--- config.mk ---
export PLATFORM = sky130hd
export DESIGN_NAME = cgra_config_streamer
export DESIGN_NICKNAME = d
export VERILOG_FILES = /design/src/rtl/cgra_config_streamer.sv
export SDC_FILE = /design/constraint.sdc
export NUM_CORES = 1
export LEC_CHECK = 0
export BUFFER_PORTS_ARGS = -buffer_cell sky130_fd_sc_hd__buf_2
export CAP_MARGIN = 5
export CORE_MARGIN = 4
export CORE_UTILIZATION = 30
export DETAILED_ROUTE_END_ITERATION = 8
export PLACE_DENSITY = 0.56
export SLEW_MARGIN = 20
export SYNTH_ARGS = -nofsm -noshare
export SYNTH_HDL_FRONTEND = slang
export SYNTH_SLANG_ARGS = --single-unit
export TNS_END_PERCENT = 5
--- constraint.sdc ---
create_clock -name clk_in -period 5.6 [get_ports clk_in]
set_input_delay 0 -clock clk_in [delete_from_list [all_inputs] [get_ports clk_in]]
set_output_delay 0 -clock clk_in [all_outputs]
set_load 0.05 [all_outputs]
--- src/rtl/cgra_config_streamer.sv ---
// Buffers (addr, data, last) config words from a host/DMA source and replays them to the CGRA
// config port one per clock. Optional parity checking at push is enabled by CGRA_CFG_PARITY_EN.
module cgra_config_streamer #(
  parameter int ADDR_W     = 32,
  parameter int DATA_W     = 32,
  parameter int FIFO_DEPTH = 4,
  parameter int CNT_W      = 16
) (
  input  logic              clk_in,
  input  logic              reset_in,
  input  logic              start_in,
  input  logic              abort_in,
  input  logic              cfg_valid_in,
  output logic              cfg_ready_out,
  input  logic [ADDR_W-1:0] cfg_addr_in,
  input  logic [DATA_W-1:0] cfg_data_in,
  input  logic              cfg_last_in,
  output logic [ADDR_W-1:0] config_addr_out,
  output logic [DATA_W-1:0] config_data_out,
  output logic              config_done_out,
  output logic [CNT_W-1:0]  word_count_out,
`ifdef CGRA_CFG_PARITY_EN
  input  logic              cfg_parity_in,
  output logic              parity_err_out,
`endif
  output logic [1:0]        dbg_state_out
);

  localparam int IDX_W = $clog2(FIFO_DEPTH);
  localparam int PTR_W = IDX_W + 1;

  typedef enum logic [1:0] {
    ST_IDLE   = 2'd0,
    ST_STREAM = 2'd1,
    ST_DONE   = 2'd2
  } state_t;

  state_t              state_q, state_d;
  logic [PTR_W-1:0]    wr_ptr_q, wr_ptr_d, rd_ptr_q, rd_ptr_d;
  logic                ready_q, ready_d;
  logic [ADDR_W-1:0]   addr_q, addr_d;
  logic [DATA_W-1:0]   data_q, data_d;
  logic [CNT_W-1:0]    count_q, count_d;

  logic [ADDR_W-1:0]   addr_mem [FIFO_DEPTH];
  logic [DATA_W-1:0]   data_mem [FIFO_DEPTH];
  logic                last_mem [FIFO_DEPTH];

  logic                empty, full_d, push_hs, push_store, pop;
  logic [ADDR_W-1:0]   wr_addr, head_addr;
  logic [DATA_W-1:0]   wr_data, head_data;
  logic                head_last;

  // Handshake: a word transfers on a rising edge where cfg_valid_in && cfg_ready_out.
  // cfg_ready_out is a register and never looks at cfg_valid_in; an abort in the same
  // cycle discards the transfer.
  assign push_hs   = cfg_valid_in && ready_q && !abort_in;
  assign empty     = (wr_ptr_q == rd_ptr_q);
  assign pop       = (state_q == ST_STREAM) && !empty && !abort_in;
  assign head_addr = addr_mem[rd_ptr_q[IDX_W-1:0]];
  assign head_data = data_mem[rd_ptr_q[IDX_W-1:0]];
  assign head_last = last_mem[rd_ptr_q[IDX_W-1:0]];

`ifdef CGRA_CFG_PARITY_EN
  logic par_ok, parity_err_q, parity_err_d;
  assign par_ok     = ((^{cfg_addr_in, cfg_data_in}) == cfg_parity_in);
  // A bad word is dropped unless it carries last; then it becomes an addr-0 marker.
  assign push_store = push_hs && (par_ok || cfg_last_in);
  assign wr_addr    = par_ok ? cfg_addr_in : '0;
  assign wr_data    = par_ok ? cfg_data_in : '0;

  always_comb begin
    parity_err_d = parity_err_q;
    if (abort_in || start_in) parity_err_d = 1'b0;
    if (push_hs && !par_ok)   parity_err_d = 1'b1;
  end

  always_ff @(posedge clk_in or negedge reset_in) begin
    if (!reset_in) parity_err_q <= 1'b0;
    else           parity_err_q <= parity_err_d;
  end

  assign parity_err_out = parity_err_q;
`else
  assign push_store = push_hs;
  assign wr_addr    = cfg_addr_in;
  assign wr_data    = cfg_data_in;
`endif

  always_comb begin
    state_d  = state_q;
    wr_ptr_d = wr_ptr_q + PTR_W'(push_store);
    rd_ptr_d = rd_ptr_q + PTR_W'(pop);
    addr_d   = '0;
    data_d   = '0;
    count_d  = count_q;
    if (abort_in) begin
      state_d  = ST_IDLE;
      wr_ptr_d = '0;
      rd_ptr_d = '0;
    end else begin
      case (state_q)
        ST_IDLE, ST_DONE: begin
          if (start_in) begin
            state_d = ST_STREAM;
            count_d = '0;
          end
        end
        ST_STREAM: begin
          if (pop) begin
            if (head_addr != '0) begin
              addr_d = head_addr;
              data_d = head_data;
              if (count_q != {CNT_W{1'b1}}) count_d = count_q + 1'b1;
            end
            if (head_last) state_d = ST_DONE;
          end
        end
        default: state_d = ST_IDLE;
      endcase
    end
    full_d  = (wr_ptr_d[IDX_W] != rd_ptr_d[IDX_W]) &&
              (wr_ptr_d[IDX_W-1:0] == rd_ptr_d[IDX_W-1:0]);
    ready_d = !full_d && (state_d != ST_DONE);
  end

  always_ff @(posedge clk_in or negedge reset_in) begin
    if (!reset_in) begin
      state_q  <= ST_IDLE;
      wr_ptr_q <= '0;
      rd_ptr_q <= '0;
      ready_q  <= 1'b0;
      addr_q   <= '0;
      data_q   <= '0;
      count_q  <= '0;
    end else begin
      state_q  <= state_d;
      wr_ptr_q <= wr_ptr_d;
      rd_ptr_q <= rd_ptr_d;
      ready_q  <= ready_d;
      addr_q   <= addr_d;
      data_q   <= data_d;
      count_q  <= count_d;
    end
  end

  // Storage needs no reset: occupancy is defined entirely by the pointers.
  always_ff @(posedge clk_in) begin
    if (push_store) begin
      addr_mem[wr_ptr_q[IDX_W-1:0]] <= wr_addr;
      data_mem[wr_ptr_q[IDX_W-1:0]] <= wr_data;
      last_mem[wr_ptr_q[IDX_W-1:0]] <= cfg_last_in;
    end
  end

  assign cfg_ready_out   = ready_q;
  assign config_addr_out = addr_q;
  assign config_data_out = data_q;
  assign config_done_out = (state_q == ST_DONE);
  assign word_count_out  = count_q;
  assign dbg_state_out   = state_q;

endmodule

==> metrics, run 1 <==
Setup crit start kind flip-flop; area leader, netlist edfxtp_1; MaxCap Viol Count 0; Syn Inst Count 634; worst-path fanout max 42; gpl congestion 0.746; Worst VDD drop ~0.00018 V; top achievable clock speed ~270 MHz; unrepaired setup endpoints after global routing false; outcome complete, no violations; Final Max Tran Viols 0; # rows 75; Yosys warning total 0; synthesized area ~0.013 mm2; clock sinks roughly 350; Die Height 215 um; Final Instance Area ~0.016 mm2; Post-route DRC 0; LEAKAGE between 6 and 7 nW; vias in the first global route about 7300; DRT Pass-1 Iters 6; setup violators final 0; WHS approximately 0.031 ns; Placeable Area ~0.042 mm2; flop2flop setup slack 1.90 ns; placed inst area between 0.01 and 0.015 mm2; Crit Path Class flip-flop to flip-flop; Via Count roughly 6600; H-tree levels 2; fillers 3878; synth unique cells 43; share of layout cells above drive strength 1 33.3%; Least-Margin Pin Slew 0.776 ns; reg-to-reg critical path startpoint rd_ptr_q[1]$_DFF_PN0_; vias per inst around 4.6; Pwr per Cell Area between 300 and 400 mW/mm2; Final Routed Wirelength ~28000 um; min cycle time layout around 3.7 ns; Required @ worst endpoint 6.01 ns; dpl hpwl ~17000 um; HP Class input pin to asynchronous set/reset pin; CTS Root Cell clkbuf_16; commonest non-fill, non-tap cells in the layout 260 x edfxtp_1, 152 x buf_2, 87 x dfrtp_1; clock-pin slew on the worst setup and hold paths 0.06 ns; Rel. slew slack around half; Final Cycle Share ~66%; Yosys reg bits about 350; Setup Skew about 0.022 ns; post-synthesis sequential area ratio 78.2%; CTS Buffer Depth 3; prevailing post-synth register cell edfxtp_1; clock latency on the worst-skew pair roughly 0.53 ns; initial antenna violation count 1; largest net degree at the start of global routing between 50 and 60; CTS tree yes; CTS Buf Count 38; Yosys top cell area share roughly three fifths; # port buffers ~150; Mapped Avg Cell Area between 20 and 25 um2; reg2reg path depth 7; antenna violation net count after detailed routing 0; drt wl/cell 19.3 um; GR Overflow Total 0; FFs w/ async S/R, synth about 26%; EDFF count, synth 260; setup_tns 0 ns; DRT iter0 DRCs ~490; ANT cells 0; synth top area cells edfxtp_1 61%, dfrtp_1 17%, mux4_2 11%, and2_1 3.1%, nand2_1 0.70%; overall power 5.61 mW; post-synth net total a little over 700; Initial Util a little under a third; first-pass GRT wire length ~44000 um; Worst R2R End config_data_out[24]$_DFF_PN0_; WP data arrival about 4.1 ns; All-Layer GR Usage about an eighth; Crit. End Element flip-flop; I/O Pins roughly 150; most common cell after layout, fill and taps aside edfxtp_1; P&R area growth vs syn 26.4%; Layout Nets 957; die area ~0.046 mm2; final hold vios 0; Chip Width 215 um
-- area by class of cell --
class	count	area, um2	share of cell area [%]
Clock buffer	49	1030	6.37
Inverter	5	18.8	0.116
Tap cell	539	674	4.16
Sequential cell	349	10000	61.9
Clock inverter	21	219	1.35
Timing Repair Buffer	233	1540	9.50
Multi-Input combinational cell	255	2690	16.6
-- registers in the layout (all words and copies together), names as in the netlist --
register and cells:
addr_mem 128, cfg_ready_out 1, config_addr_out 32, config_data_out 32, data_mem 128, dbg_state_out 2
last_mem 4, rd_ptr_q 3, word_count_out 16, wr_ptr_q 3
-- how the worst max path moves through the flow --
stage	startpoint	to	slack, ns	cells past startpoint
global placement	rd_ptr_q[1]$_DFF_PN0_	config_addr_out[26]$_DFF_PN0_	1.77	7
detailed placement	rd_ptr_q[1]$_DFF_PN0_	config_addr_out[17]$_DFF_PN0_	1.67	7
CTS	rd_ptr_q[1]$_DFF_PN0_	config_addr_out[28]$_DFF_PN0_	1.69	7
global route	rd_ptr_q[0]$_DFF_PN0_	config_addr_out[27]$_DFF_PN0_	1.50	7
finish	rd_ptr_q[1]$_DFF_PN0_	config_data_out[24]$_DFF_PN0_	1.90	7
floorplan	cfg_ready_out$_DFF_PN0_	addr_mem[0][0]$_DFFE_PP_	-0.24	2
-- layer usage --
metal	routed length [um]	global-route usage, %	vias up
met3	1420	2.78	49
met1	12200	16.0	3442
met5	8	0	-
met4	731	3.80	2
met2	13600	20.1	156
li1	-	-	2998
-- per-stage QoR --
| stage | setup slack, ns | utilization [%] | instances |
|---|---|---|---|
| after floorplan | -0.239 | - | 634 |
| after global placement | 1.77 | 33.9 | 1312 |
| after detailed placement | 1.67 | 33.9 | 1312 |
| after CTS | 1.69 | 38.5 | 1451 |
| after global routing | 1.50 | 38.5 | 1451 |
| final | 1.90 | 38.5 | 1451 |
-- worst max-delay path, stage by stage, from the launching register on --
cell	delay, ns
dfrtp_4	0.89
buf_4	0.49
mux4_2	0.37
nor4_1	0.40
nand4_1	0.28
o21a_2	0.51
buf_4	0.37
and2_1	0.21
-- synth_stat cells, types with 2 or more instances --
library cell,count
nand2_1,24
and3_1,5
nor4_1,12
o21ai_0,2
nand4_1,3
and2_1,64
clkbuf_1,16
o311ai_0,3
a21oi_1,2
dfrtp_1,89
o31ai_1,3
nor2_1,7
a31oi_1,5
nand2b_1,3
ha_1,5
nand3_1,11
xnor2_1,4
o41ai_1,2
o21a_1,2
o22ai_1,2
buf_4,2
mux4_2,65
nor2b_1,6
buf_6,2
nor3_1,6
buf_2,5
xor2_1,3
edfxtp_1,260
inv_1,5
mux2i_1,3
-- cells by family after synthesis --
kind of cell	count (synthesis)	synth area share (%)
xor gates and xnor gates	7	0.478
adders and majority gates	5	0.487
and+or+nand+nor	146	6.41
AOI/OAI and AO/OA	28	1.63
muxes	69	11.7
DFF	349	78.2
buffers and inverters	30	1.10
-- repair_timing --
action                    4_1_cts  5_1_grt
hold buffers                   69        0
resized for setup               0        0
hold endpoints to repair      305        0
setup buffers                   0        0
-- power by group --
group	switching [mW]	internal (mW)	leakage, nW
combinational	0.166	0.116	1.91
sequential	0.0230	2.84	3.59
clock	1.00	1.46	0.607
total	1.19	4.42	6.11
No activity file was read; power rests on OpenSTA's default activity.
==> inputs of run 2 (changes only) <==
--- a/config.mk
+++ b/config.mk
@@ -5,12 +5,13 @@
 export SDC_FILE = /design/constraint.sdc
 export NUM_CORES = 1
 export LEC_CHECK = 0
+export ABC_AREA = 1
 export BUFFER_PORTS_ARGS = -buffer_cell sky130_fd_sc_hd__buf_2
 export CAP_MARGIN = 5
 export CORE_MARGIN = 4
 export CORE_UTILIZATION = 30
 export DETAILED_ROUTE_END_ITERATION = 8
-export PLACE_DENSITY = 0.56
+export PLACE_DENSITY = 0.55
 export SLEW_MARGIN = 20
 export SYNTH_ARGS = -nofsm -noshare
 export SYNTH_HDL_FRONTEND = slang
==> constraint.sdc (replaced) <==
create_clock -name clk_in -period 3.6 [get_ports clk_in]
set_input_delay 0 -clock clk_in [delete_from_list [all_inputs] [get_ports clk_in]]
set_output_delay 0 -clock clk_in [all_outputs]
set_load 0.05 [all_outputs]
==> run 2 against run 1 <==
Net effect:
- combinational power grew 74%
- clock power grew 59%
- synthesized cell count grew 74%
- maximum frequency grew 28%
- via count grew 33%
- non-clock buffer count grew 11
- sequential share of layout area shrank 2.3 points
- clock skew shrank 0.0063 ns
- critical path depth grew 1
- setup slack lost 1.2 ns
- final area grew 3.8%
- critical path type unchanged
- highest routed layer unchanged
==> metrics, run 2 <==
outcome complete, no violations; most frequent cells after synthesis 260 x edfxtp_1, 241 x nand2_1, 202 x nor2_1; Post-Route Utilization 38.1% (-0.43 points); initial antenna violation count 5 (+4); Worst VDD drop 0.000357 V (+97%); antenna violation net count after detailed routing 0 (unchanged); internal power 6.90 mW (+56%); Layout Nets 1410 (+47%); Syn Inst Count 1104 (+74%); commonest non-fill, non-tap cells in the layout 260 x edfxtp_1, 240 x nand2_1, 202 x nor2_1; ANT cells 0 (unchanged); WP data arrival 3.31 ns (-0.80 ns); drt wl/cell 17.3 um (-10%); Comb pwr share 5.5% (+0.5 points); Pwr per Cell Area 526 mW/mm2 (+52%); DRT Pass-1 Iters 5 (-1); prevailing post-synth register cell edfxtp_1; CP startpoint rd_ptr_q[0]$_DFF_PN0_; Final Max Tran Viols 0 (unchanged); die area 0.0481 mm2 (+4.2%); CTS Root Cell clkbuf_16; CTS Buf Count 39 (+2.6%); gpl congestion 0.786 (+5.4%); setup violators final 0 (unchanged); final hold vios 0 (unchanged); synth unique cells 29 (-33%); Crit. End Element flip-flop; crit-path cells inv_4 -> buf_4 -> nor2_1 -> o22ai_1 -> nand2_1 -> a22oi_1 -> nor2_1 -> dlygate4sd3_1; reg2reg path depth 8 (+1); first-pass GRT wire length 52100 um (+20%); Initial Util 30.3% (-0.18 points); worst-path fanout max 67 (+60%); All-Layer GR Usage 14.1% (+2.0 points); Via Count 8854 (+33%); post-synth net total 1179 (+66%); share of layout cells above drive strength 1 18.7% (-15 points); I/O Pins 154 (unchanged); FFs w/ async S/R, synth 25.5% (unchanged); clock sinks 349 (unchanged); GR Overflow Total 0 (unchanged); # port buffers 153 (unchanged); area leader, netlist edfxtp_1; Least-Margin Pin Slew 0.898 ns (+0.123 ns); vias in the first global route 8867 (+22%); # rows 77 (+2.7%); Yosys top cell area share 58.3% (-2.5 points); clock-pin slew on the worst setup and hold paths 0.06 ns (about the same); Post-route DRC 0 (unchanged); HP Class input pin to asynchronous set/reset pin; H-tree levels 2 (unchanged); Setup crit start kind flip-flop; Crit Path Class flip-flop to flip-flop; post-synthesis sequential area ratio 74.9% (-3.2 points); WHS 0.106 ns (+0.0755 ns); Final Routed Wirelength 33900 um (+21%); critical path's slowest cell dlygate4sd3_1; CTS Buffer Depth 3 (unchanged); synth top area cells edfxtp_1 58%, dfrtp_1 17%, nand2_1 6.8%, nor2_1 5.7%, nand3_1 2.7%; Rel. slew slack 39.9% (-8.4 points); Placeable Area 0.0442 mm2 (+5.0%); Final Cycle Share 80.4% (+14 points); reg-to-reg critical path startpoint rd_ptr_q[0]$_DFF_PN0_; MaxCap Viol Count 0 (unchanged); Chip Width 219 um (+2.1%); Switch Pwr 1.95 mW (+64%); LEAKAGE 6.76 nW (+11%); Die Height 219 um (+2.1%); dpl hpwl 19800 um (+16%); Clock power frac 44.2% (+0.3 points); CTS tree yes; synthesized area 0.0134 mm2 (+4.3%); Mapped Avg Cell Area 12.1 um2 (-40%); fillers 4238 (+9.3%); most common cell after layout, fill and taps aside edfxtp_1; most instantiated library cell after synthesis edfxtp_1; Reg power frac 50.3% (-0.8 points); sw frac 22.0% (+0.79 points); EDFF count, synth 260 (unchanged); PostCTS Resize Cnt 0 (unchanged); clock latency on the worst-skew pair 0.54 ns (about the same); top achievable clock speed 345 MHz (+28%); post-route insts no fill 1957 (+35%); P&R area growth vs syn 25.7%; unrepaired setup endpoints after global routing false; min cycle time layout 2.90 ns (-0.806 ns); Setup Skew 0.0160 ns (-0.00635 ns); DRT iter0 DRCs 563 (+15%); Required @ worst endpoint 4.02 ns (-1.99 ns); vias per inst 4.52 (-1.2%); Yosys warning total 0 (unchanged); largest net degree at the start of global routing 68 (+19%); Max stage delay on crit path 0.55 ns (-0.34 ns); Yosys reg bits 349 (unchanged); most frequent CP cell nor2_1; DP Cell Count 1817 (+38%)
[run 2: changes by cell type after synthesis, moves of 6 or more]
cell and delta:
nand2_1 +217, nor2_1 +195, o21ai_0 +70, mux4_2 -65, and2_1 -64, nand3_1 +62
a21oi_1 +37, inv_1 +17, nand4_1 +14, nor4_1 -12, buf_2 +11, buf_1 +7
clkbuf_1 +6, nor2b_1 -6
[run 2: power groups by stage]
stage | Sequential (mW) | Clock (mW) | Combinational [mW]
after floorplan | 4.60 | 0 | 0.181
after global placement | 4.53 | 0 | 0.427
after CTS | 4.45 | 4.03 | 0.501
after detailed placement | 4.53 | 0 | 0.436
final | 4.45 | 3.91 | 0.491
after global routing | 4.46 | 4.22 | 0.544
[run 2: critical path: cells and delay by family (launching register included)]
kind	cells	cell delay, ns
buf+inv	3	1.53
simple gates	3	0.24
flops	1	0.52
compound gates	2	0.46
[run 2: cell families (layout without fill, tap and decap cells)]
family	count (synthesis)	after routing	synth area share, %
and+or+nand+nor	547	547	16.8
DFF	349	349	74.9
AOI/OAI and AO/OA	118	118	4.59
buffers and inverters	79	340	2.81
xor gates and xnor gates	6	6	0.392
adders and majority gates	5	5	0.467
[run 2: stage by stage]
step / power (mW) / setup TNS (ns) / instance area (um2) / setup slack [ns]
floorplan: 4.78 / -86.48 / 13400 / -0.333
global placement: 4.96 / 0 / 14900 / 0.963
detailed placement: 4.97 / 0 / 14900 / 0.909
CTS: 8.98 / 0 / 16800 / 0.642
global route: 9.22 / 0 / 16800 / 0.509
finish: 8.85 / 0 / 16800 / 0.704
[run 2: cell type report]
type / instances / area [um2] / share of cell area (%)
Inverter: 25 / 96.3 / 0.572
Multi-Input combinational cell: 676 / 3030 / 18.0
Sequential cell: 349 / 10000 / 59.7
Tap cell: 592 / 741 / 4.40
Clock buffer: 57 / 1200 / 7.12
Timing Repair Buffer: 244 / 1640 / 9.72
Clock inverter: 14 / 91.3 / 0.543
[run 2: what timing repair did]
item / CTS / global route
hold endpoints to repair: 321 / 0
buffers inserted: 0 / 0
hold buffers: 69 / 0
[run 2: metal layers]
metal	track usage (%)	share of wire, %
met1	18.8	44
met2	22.8	48
met3	3.45	6.1
met4	4.17	1.9
met5	0	0.17
[run 2: final timing paths]
kind	endpoint	slack [ns]
max reg2reg	dbg_state_out[0]$_DFF_PN0_	0.70
min	config_data_out[9]$_DFF_PN0_	0.11
min reg2reg	word_count_out[6]$_DFFE_PN0P_	0.53
max	dbg_state_out[0]$_DFF_PN0_	0.70
max in group asynchronous	config_data_out[26]$_DFF_PN0_	2.63
min in group clk_in	data_mem[3][16]$_DFFE_PP_	0.21
==> inputs of run 3 (changes only) <==
--- a/config.mk
+++ b/config.mk
@@ -11,7 +11,7 @@
 export CORE_MARGIN = 4
 export CORE_UTILIZATION = 30
 export DETAILED_ROUTE_END_ITERATION = 8
-export PLACE_DENSITY = 0.55
+export PLACE_DENSITY = 0.56
 export SLEW_MARGIN = 20
 export SYNTH_ARGS = -nofsm -noshare
 export SYNTH_HDL_FRONTEND = slang
==> constraint.sdc (replaced) <==
create_clock -name clk_in -period 2.5 [get_ports clk_in]
set_input_delay 0 -clock clk_in [delete_from_list [all_inputs] [get_ports clk_in]]
set_output_delay 0 -clock clk_in [all_outputs]
set_load 0.05 [all_outputs]
==> run 3 against run 2 <==
Net effect:
- power is 42% higher
- final area is 0.65% higher
- routed wire length is 0.46% higher
- global-route usage is 0.14 points higher
- via count is 0.47% lower
- critical path type unchanged
- critical endpoint is now config_data_out[1]$_DFF_PN0_
- largest cell class unchanged
- largest power group unchanged
==> metrics, run 3 (same netlist as run 2, synthesis figures left out) <==
outcome complete, no violations; MaxCap Viol Count 0 (unchanged); die area 0.0481 mm2 (unchanged); GR Overflow Total 0 (unchanged); Crit. End Element flip-flop; uppermost layer routed met5; WP data arrival 2.70 ns (-0.61 ns); Clock power frac 43.1% (-1.1 points); reg2reg path depth 11 (+3); top achievable clock speed 437 MHz (+27%); Die Height 219 um (unchanged); first-pass GRT wire length 52800 um (+1.3%); Post-route DRC 0 (unchanged); Switch Pwr 2.81 mW (+44%); LEAKAGE 6.79 nW (+0.44%); fillers 4225 (-0.31%); setup_tns 0 ns (unchanged); Final Instance Area 0.0169 mm2 (+0.65%); HP Class input pin to asynchronous set/reset pin; H-tree levels 2 (unchanged); Final Routed Wirelength 34000 um (+0.46%); DRT Pass-1 Iters 5 (unchanged); setup violators final 0 (unchanged); Rel. slew slack 49.7% (+9.8 points); Via Count 8812 (-0.47%); clock latency on the worst-skew pair 0.54 ns (about the same); Final Cycle Share 91.5% (+11 points); clock-pin slew on the worst setup and hold paths 0.06 ns (about the same); CTS Root Cell clkbuf_16; worst-path fanout max 32 (-52%); min cycle time layout 2.29 ns (-0.609 ns); dpl hpwl 20400 um (+3.0%); Comb pwr share 5.8% (+0.3 points); WL met1 15400 um (+3.2%); met2 WL post-DR 16000 um (-1.1%); CTS Buf Count 38 (-2.6%); commonest non-fill, non-tap cells in the layout 260 x edfxtp_1, 240 x nand2_1, 202 x nor2_1; # rows 77 (unchanged); internal power 9.73 mW (+41%); I/O Pins 154 (unchanged); All-Layer GR Usage 14.2% (+0.14 points); vias per inst 4.48 (-1.0%); reg-to-reg critical path startpoint rd_ptr_q[1]$_DFF_PN0_; antenna violation net count after detailed routing 0 (unchanged); CTS Buffer Depth 3 (unchanged); Placeable Area 0.0442 mm2 (unchanged); initial antenna violation count 4 (-1); gpl congestion 0.764 (-2.8%); Final Max Tran Viols 0 (unchanged); unrepaired setup endpoints after global routing false; Worst R2R End config_data_out[1]$_DFF_PN0_; drt wl/cell 17.3 um (-0.10%); placed inst area 0.0151 mm2 (+1.4%); sw frac 22.4% (+0.37 points); Setup Skew 0.0171 ns (+0.00111 ns); flop2flop setup slack 0.21 ns (-0.49 ns); largest net degree at the start of global routing 52 (-24%); P&R area growth vs syn 26.5%; Initial Util 30.3% (unchanged); multi-input logic area 0.00304 mm2 (+0.41%); Chip Width 219 um (unchanged); vias in the first global route 8937 (+0.79%); Layout Nets 1418 (+0.57%); Required @ worst endpoint 2.91 ns (-1.11 ns); DRT iter0 DRCs 533 (-5.3%); clock sinks 349 (unchanged); # port buffers 153 (unchanged); Pwr per Cell Area 740 mW/mm2 (+41%); share of layout cells above drive strength 1 18.9% (+0.18 points); Setup crit start kind flip-flop; final hold vios 0 (unchanged); Worst VDD drop 0.000526 V (+47%); met3 WL 1740 um (-16%); Least-Margin Pin Slew 0.754 ns (-0.144 ns); Crit Path Class flip-flop to flip-flop; CTS tree yes; Sequential Area 0.0100 mm2 (about the same); Reg power frac 51.1% (+0.8 points); most common cell after layout, fill and taps aside edfxtp_1
==> run 3: per-layer routing <==
metal / vias up / global-route usage [%]
met3: 67 / 3.05
met4: 2 / 4.63
met1: 4271 / 19.0
li1: 4280 / -
met2: 192 / 23.2
met5: - / 0
==> run 3: power groups by stage <==
stage | Combinational, mW | Sequential (mW) | Clock (mW)
final | 0.725 | 6.41 | 5.41
after global routing | 0.807 | 6.42 | 5.82
after CTS | 0.741 | 6.41 | 5.59
after detailed placement | 0.648 | 6.53 | 0
after global placement | 0.639 | 6.53 | 0
after floorplan | 0.266 | 6.62 | 0
==> run 3: layout make-up <==
cell class,instances,share of cell area (%)
clock inverter,19,0.731
inverter,25,0.569
clock buffer,51,6.34
tap,592,4.37
antenna,3,0.0443
sequential,349,59.3
timing repair buffer,253,10.7
multi-input combinational,676,17.9
==> run 3: worst max-delay path by stage <==
stage	depth (start not counted)	from	slack (ns)	end
after detailed placement	8	rd_ptr_q[0]$_DFF_PN0_	0.08	cfg_ready_out$_DFF_PN0_
after global placement	8	rd_ptr_q[0]$_DFF_PN0_	0.11	cfg_ready_out$_DFF_PN0_
after floorplan	2	cfg_ready_out$_DFF_PN0_	-0.27	addr_mem[0][0]$_DFFE_PP_
after CTS	8	rd_ptr_q[0]$_DFF_PN0_	0.08	cfg_ready_out$_DFF_PN0_
after global routing	11	rd_ptr_q[1]$_DFF_PN0_	0.02	config_data_out[10]$_DFF_PN0_
final	11	rd_ptr_q[1]$_DFF_PN0_	0.21	config_data_out[1]$_DFF_PN0_
==> run 3: per-stage QoR <==
| stage | hold WS, ns | cells | total power [mW] | util, % | setup slack, ns |
|---|---|---|---|---|---|
| 3_3_place_gp | 0.121 | 1827 | 7.17 | 34.0 | 0.111 |
| 2_1_floorplan | -0.296 | 1104 | 6.88 | - | -0.268 |
| 3_5_place_dp | 0.125 | 1827 | 7.18 | 34.0 | 0.0784 |
| 5_1_grt | 0.118 | 1965 | 13.0 | 38.3 | 0.0182 |
| 6_report | 0.0789 | 1968 | 12.5 | 38.3 | 0.213 |
| 4_1_cts | 0.0828 | 1965 | 12.7 | 38.3 | 0.0750 |
==> run 3: critical path: stages (launching register included) <==
cell     delay, ns
dfrtp_4       0.44
buf_4         0.37
nand3_1       0.12
nand2_1       0.10
nand2_1       0.08
nor2_1        0.15
nand2_1       0.09
nor2_2        0.25
nand2_1       0.11
nand2_2       0.09
buf_12        0.22
a21oi_1       0.08
==> run 3: what timing repair did <==
item                       in CTS  in global routing
hold endpoints to repair      318                  0
gates resized for setup         0                  1
setup endpoints to repair       0                  2
hold buffers                   68                  0
setup buffers                   0                  0
